--- src/rtl/i2c_bus_arbiter.sv ---
// Round-robin arbiter sharing one I2C engine between two requesters, with locked bursts and a timeout watchdog.
// Define I2C_ARB_FIXED_PRIO_EN to make requester 0 always win ties instead of alternating.
module i2c_bus_arbiter #(
    parameter int TIMEOUT_CYC = 500_000,
    parameter int CNT_W       = 20
) (
    input  logic        sys_clk,
    input  logic        sys_rst_n,
    input  logic [1:0]  req,
    input  logic [1:0]  lock,
    input  logic [1:0]  rw,
    input  logic [13:0] dev_addr,
    input  logic [15:0] reg_addr,
    input  logic [15:0] wdata,
    output logic [1:0]  gnt,
    output logic [1:0]  done,
    output logic [1:0]  err,
    output logic [7:0]  rdata,
    input  logic        eng_ready,
    output logic        eng_start,
    output logic [6:0]  eng_dev,
    output logic [7:0]  eng_reg,
    output logic [7:0]  eng_wdata,
    output logic        eng_rw,
    input  logic        eng_done,
    input  logic        eng_nack,
    input  logic [7:0]  eng_rdata,
    output logic        eng_abort
);

    typedef enum logic [1:0] {IDLE, ISSUE, WAIT, HOLD} state_t;

    state_t           state_reg, state_next;
    logic             own_reg, own_next;
    logic [CNT_W-1:0] cnt_reg, cnt_next;
    logic [1:0]       done_reg, done_next;
    logic [1:0]       err_reg, err_next;
    logic [7:0]       rdata_reg, rdata_next;
    logic             start_reg, start_next;
    logic             abort_reg, abort_next;
    logic [6:0]       cmd_dev_reg, cmd_dev_next;
    logic [7:0]       cmd_addr_reg, cmd_addr_next;
    logic [7:0]       cmd_wdata_reg, cmd_wdata_next;
    logic             cmd_rw_reg, cmd_rw_next;

    logic       win;
    logic       sel;
    logic [1:0] own_hot;
    logic       timeout;

`ifdef I2C_ARB_FIXED_PRIO_EN
    assign win = ~req[0];
`else
    logic last_reg, last_next;
    // With both requesting, whoever was not served last goes next.
    assign win = (req == 2'b11) ? ~last_reg : ~req[0];
`endif

    assign sel     = (state_reg == IDLE) ? win : own_reg;
    assign own_hot = own_reg ? 2'b10 : 2'b01;
    assign timeout = (cnt_reg == CNT_W'(TIMEOUT_CYC - 1));

    always_comb begin
        state_next     = state_reg;
        own_next       = own_reg;
        cnt_next       = cnt_reg;
        done_next      = 2'b00;
        err_next       = 2'b00;
        rdata_next     = rdata_reg;
        start_next     = 1'b0;
        abort_next     = 1'b0;
        cmd_dev_next   = cmd_dev_reg;
        cmd_addr_next  = cmd_addr_reg;
        cmd_wdata_next = cmd_wdata_reg;
        cmd_rw_next    = cmd_rw_reg;
`ifndef I2C_ARB_FIXED_PRIO_EN
        last_next      = last_reg;
`endif
        case (state_reg)
            IDLE: begin
                cnt_next = '0;
                if (|req) begin
                    own_next   = win;
                    state_next = ISSUE;
`ifndef I2C_ARB_FIXED_PRIO_EN
                    last_next  = win;
`endif
                end
            end
            ISSUE: begin
                cnt_next = '0;
                // The strobe is registered, so it lands in the first WAIT cycle.
                if (eng_ready) begin
                    start_next = 1'b1;
                    state_next = WAIT;
                end
            end
            WAIT: begin
                cnt_next = cnt_reg + CNT_W'(1);
                if (eng_done) begin
                    done_next  = own_hot;
                    err_next   = eng_nack ? own_hot : 2'b00;
                    rdata_next = eng_rdata;
                    cnt_next   = '0;
                    state_next = lock[own_reg] ? HOLD : IDLE;
                end else if (timeout) begin
                    abort_next = 1'b1;
                    done_next  = own_hot;
                    err_next   = own_hot;
                    rdata_next = 8'h00;
                    state_next = IDLE;
                end
            end
            HOLD: begin
                cnt_next = cnt_reg + CNT_W'(1);
                if (req[own_reg])
                    state_next = ISSUE;
                else if (!lock[own_reg] || timeout)
                    state_next = IDLE;
            end
            default: state_next = IDLE;
        endcase

        // A command is captured whenever we leave IDLE or HOLD for ISSUE.
        if (state_next == ISSUE && (state_reg == IDLE || state_reg == HOLD)) begin
            cmd_dev_next   = sel ? dev_addr[13:7]  : dev_addr[6:0];
            cmd_addr_next  = sel ? reg_addr[15:8]  : reg_addr[7:0];
            cmd_wdata_next = sel ? wdata[15:8]     : wdata[7:0];
            cmd_rw_next    = sel ? rw[1]           : rw[0];
        end
    end

    always_ff @(posedge sys_clk or negedge sys_rst_n) begin
        if (!sys_rst_n) begin
            state_reg     <= IDLE;
            own_reg       <= 1'b0;
            cnt_reg       <= '0;
            done_reg      <= 2'b00;
            err_reg       <= 2'b00;
            rdata_reg     <= 8'h00;
            start_reg     <= 1'b0;
            abort_reg     <= 1'b0;
            cmd_dev_reg   <= 7'h00;
            cmd_addr_reg  <= 8'h00;
            cmd_wdata_reg <= 8'h00;
            cmd_rw_reg    <= 1'b0;
`ifndef I2C_ARB_FIXED_PRIO_EN
            last_reg      <= 1'b1;
`endif
        end else begin
            state_reg     <= state_next;
            own_reg       <= own_next;
            cnt_reg       <= cnt_next;
            done_reg      <= done_next;
            err_reg       <= err_next;
            rdata_reg     <= rdata_next;
            start_reg     <= start_next;
            abort_reg     <= abort_next;
            cmd_dev_reg   <= cmd_dev_next;
            cmd_addr_reg  <= cmd_addr_next;
            cmd_wdata_reg <= cmd_wdata_next;
            cmd_rw_reg    <= cmd_rw_next;
`ifndef I2C_ARB_FIXED_PRIO_EN
            last_reg      <= last_next;
`endif
        end
    end

    assign gnt       = (state_reg == IDLE) ? 2'b00 : own_hot;
    assign done      = done_reg;
    assign err       = err_reg;
    assign rdata     = rdata_reg;
    assign eng_start = start_reg;
    assign eng_abort = abort_reg;
    assign eng_dev   = cmd_dev_reg;
    assign eng_reg   = cmd_addr_reg;
    assign eng_wdata = cmd_wdata_reg;
    assign eng_rw    = cmd_rw_reg;

endmodule
--- config.mk ---
export PLATFORM = sky130hd
export DESIGN_NAME = i2c_bus_arbiter
export DESIGN_NICKNAME = d
export VERILOG_FILES = /design/src/rtl/i2c_bus_arbiter.sv
export SDC_FILE = /design/constraint.sdc
export NUM_CORES = 1
export LEC_CHECK = 0
export ABC_AREA = 1
export BUFFER_PORTS_ARGS = -buffer_cell sky130_fd_sc_hd__buf_2
export CAP_MARGIN = 20
export CORE_UTILIZATION = 40
export DETAILED_ROUTE_END_ITERATION = 6
export PLACE_DENSITY_LB_ADDON = 0.25
export SYNTH_ARGS = -nofsm -noshare
export SYNTH_HDL_FRONTEND = slang
export SYNTH_SLANG_ARGS = --single-unit
--- constraint.sdc ---
create_clock -name sys_clk -period 2.21 [get_ports sys_clk]
set_input_delay 0.3315 -clock sys_clk [delete_from_list [all_inputs] [get_ports sys_clk]]
set_output_delay 0.3315 -clock sys_clk [all_outputs]
set_load 0.01 [all_outputs]
==> flow_summary.json <==
{
  "critPathTopFamily": "compound AO/OA/AOI/OAI gates",
  "clkTransAtPathRegs_ns": 0.07,
  "cap_violations": 0,
  "wl_mm": 7.41,
  "min_path_type": "in -> async",
  "die_y_um": 93.9,
  "period_share_pct": 91.4,
  "required_ns": 2.48,
  "ys_seq_area_share_pct": 46.0,
  "clockBufferDepth": 2,
  "clkLatencyLatePin_ns": 0.33,
  "grt_use_total_pct": 18.3,
  "powerDensity_nw_per_um2": 1310,
  "internal_power_mw": 3.30,
  "power_mw": 5.56,
  "n_antenna_cell": 0,
  "fill_cells": 806,
  "syn_area_per_cell_sq_um": 8.68,
  "place_hpwl_mm": 5.50,
  "wl_per_cell_um": 12.1,
  "critPathMaxStageDelay_ns": 0.43,
  "rows": 33,
  "pwr-share-seq_pct": 31.1,
  "top_level_ports": 105,
  "h-tree-depth": 3,
  "layout_commonest_cell": "nand2_1",
  "drc_errors": 0,
  "setup_viol": 0,
  "crit_slowest_cell": "dfrtp_1",
  "area_growth_pct": 25.5,
  "final_util_pct": 51.8,
  "cts_tree": "built",
  "gp_congestion": 0.864,
  "final_nets": 574,
  "cp.arrival_ns": 2.29,
  "power.switching_mw": 2.25,
  "grt_pass1_vias": 2823,
  "cts_hold_buf": 0,
  "design.core.area_sq_um": 8180,
  "synth_fp_nets": 459,
  "ys_types": 37,
  "skew_ns": 0.00973,
  "finalMaxSlewViolations": 0,
  "swShare_pct": 40.5,
  "path_class": "reg -> reg",
  "path_max_fanout": 19,
  "syn_inst": 389,
  "ys_warn_count": 0,
  "final_antenna_net_count": 0,
  "numClockSinks": 62,
  "rsz0062_at_grt": "no",
  "cts_buffers": 9,
  "pwr-share-comb_pct": 51.8,
  "hold_violations": 0,
  "grt_overflow": 0,
  "power_frac_clock_pct": 17.1,
  "largest_reg_flops": 20,
  "async_flop_share_pct": 100,
  "start_util_pct": 41.3,
  "p_leak_nw": 2.18,
  "die_w_um": 93.9,
  "viasPerCell": 4.79,
  "finalSetupTns_ns": 0,
  "slew_headroom_pct": 55.7,
  "cts_root_buf": "clkbuf_8",
  "drive_gt1_share_pct": 37.3,
  "fin_crit_ns": 2.02,
  "die_area_sq_um": 8810,
  "synth_flop_cell": "dfrtp_1",
  "ir_worst_vdd_mv": 0.742,
  "place_inst": 594,
  "endpoint_kind": "register",
  "path_cells": "inv_1, ha_1, a211oi_1, nand4_2, a21oi_4, buf_4, buf_12, nand3_1, nand2_1",
  "antenna_found_initial": 0,
  "dr.first_iter.drc_count": 88,
  "routed-via-count": 2938,
  "outcome": "finished clean",
  "synth-edff-count": 0,
  "port_buffers": 104,
  "final_cells": 614,
  "holdWs_ns": 0.0272,
  "final_cell_mix": "nand2_1, buf_2, dfrtp_1, nand3_1, nor2_1",
  "fmax_mhz": 495,
  "syn_area_sq_um": 3380,
  "synth_seq_cells": 62,
  "grt_pass1_wl_mm": 12.7,
  "tightest_slew_ns": 0.664,
  "timing.critical_path.buf_inv": 3,
  "grt_start_max_net_pins": 30,
  "dr.pass1.iters": 4,
  "cp-start-kind": "register"
}
[area by class of cell]
type | count | area [sq um] | share of cell area [%]
Multi-Input combinational cell | 283 | 1600 | 37.7
Timing Repair Buffer | 116 | 648 | 15.3
Clock inverter | 4 | 47.5 | 1.12
Sequential cell | 62 | 1550 | 36.7
Tap cell | 105 | 131 | 3.10
Clock buffer | 12 | 135 | 3.19
Inverter | 32 | 121 | 2.86
[power groups by stage]
| stage | clock network [mW] | registers (mW) | logic [mW] |
|---|---|---|---|
| floorplan | 0 | 1.86 | 1.85 |
| global placement | 0 | 1.75 | 2.63 |
| detailed placement | 0 | 1.74 | 2.72 |
| CTS | 0.971 | 1.73 | 2.72 |
| global route | 1.02 | 1.77 | 3.24 |
| finish | 0.950 | 1.73 | 2.88 |
[worst paths after layout]
kind,startpoint,endpoint,slack (ns),cells after the start
min reg2reg,cnt_reg[0]$_DFF_PN0_,cnt_reg[0]$_DFF_PN0_,0.46,1
max,state_reg[0]$_DFF_PN0_,eng_dev[5]$_DFFE_PN0P_,0.19,9
min,sys_rst_n,cnt_reg[13]$_DFF_PN0_,0.03,1
min in group sys_clk,eng_rdata[2],rdata[2]$_DFFE_PN0P_,0.23,3
max reg2reg,state_reg[0]$_DFF_PN0_,eng_dev[5]$_DFFE_PN0P_,0.19,9
max in group asynchronous,sys_rst_n,eng_wdata[1]$_DFFE_PN0P_,1.46,2
[timing repair]
action / 4_1_cts / 5_1_grt
gates resized for setup: 0 / 2
endpoints found under the setup margin: 0 / 24
buffers inserted: 0 / 4
[through the flow]
stage | setup WS (ns) | cell area [sq um]
2_1_floorplan | 0.300 | 3380
3_3_place_gp | 0.225 | 4000
4_1_cts | 0.0875 | 4180
5_1_grt | 0.0132 | 4240
6_report | 0.189 | 4240
3_5_place_dp | 0.0899 | 4000
[per-layer routing]
| layer | vias up | wire length, um | GRT usage (%) |
|---|---|---|---|
| li1 | 1486 | - | - |
| met1 | 1348 | 3530 | 24.9 |
| met2 | 93 | 3350 | 28.3 |
| met3 | 11 | 399 | 3.96 |
| met4 | 0 | 122 | 7.31 |
| met5 | - | 0 | 0 |
[logic make-up (layout without fill, tap and decap cells)]
logic type / count (synthesis) / after routing / synth area share [%]
and+or+nand+nor: 225 / 225 / 31.9
DFF: 62 / 62 / 46.0
buffers and inverters: 44 / 164 / 6.89
AOI/OAI and AO/OA: 28 / 28 / 5.11
muxes: 24 / 24 / 8.01
adders and majority gates: 5 / 5 / 1.85
xor gates and xnor gates: 1 / 1 / 0.259
[cell usage after synthesis, types with 9 or more instances]
cell / n / area [sq um]
inv_1: 24 / 90.1
o21ai_0: 9 / 45.0
nand3_1: 41 / 205
nand2_1: 105 / 394
dfrtp_1: 61 / 1530
a21oi_1: 10 / 50.1
nor3_1: 11 / 55.1
mux2_2: 24 / 270
nand2_2: 9 / 56.3
nor2_1: 38 / 143
No activity file was read; power rests on OpenSTA's default activity.
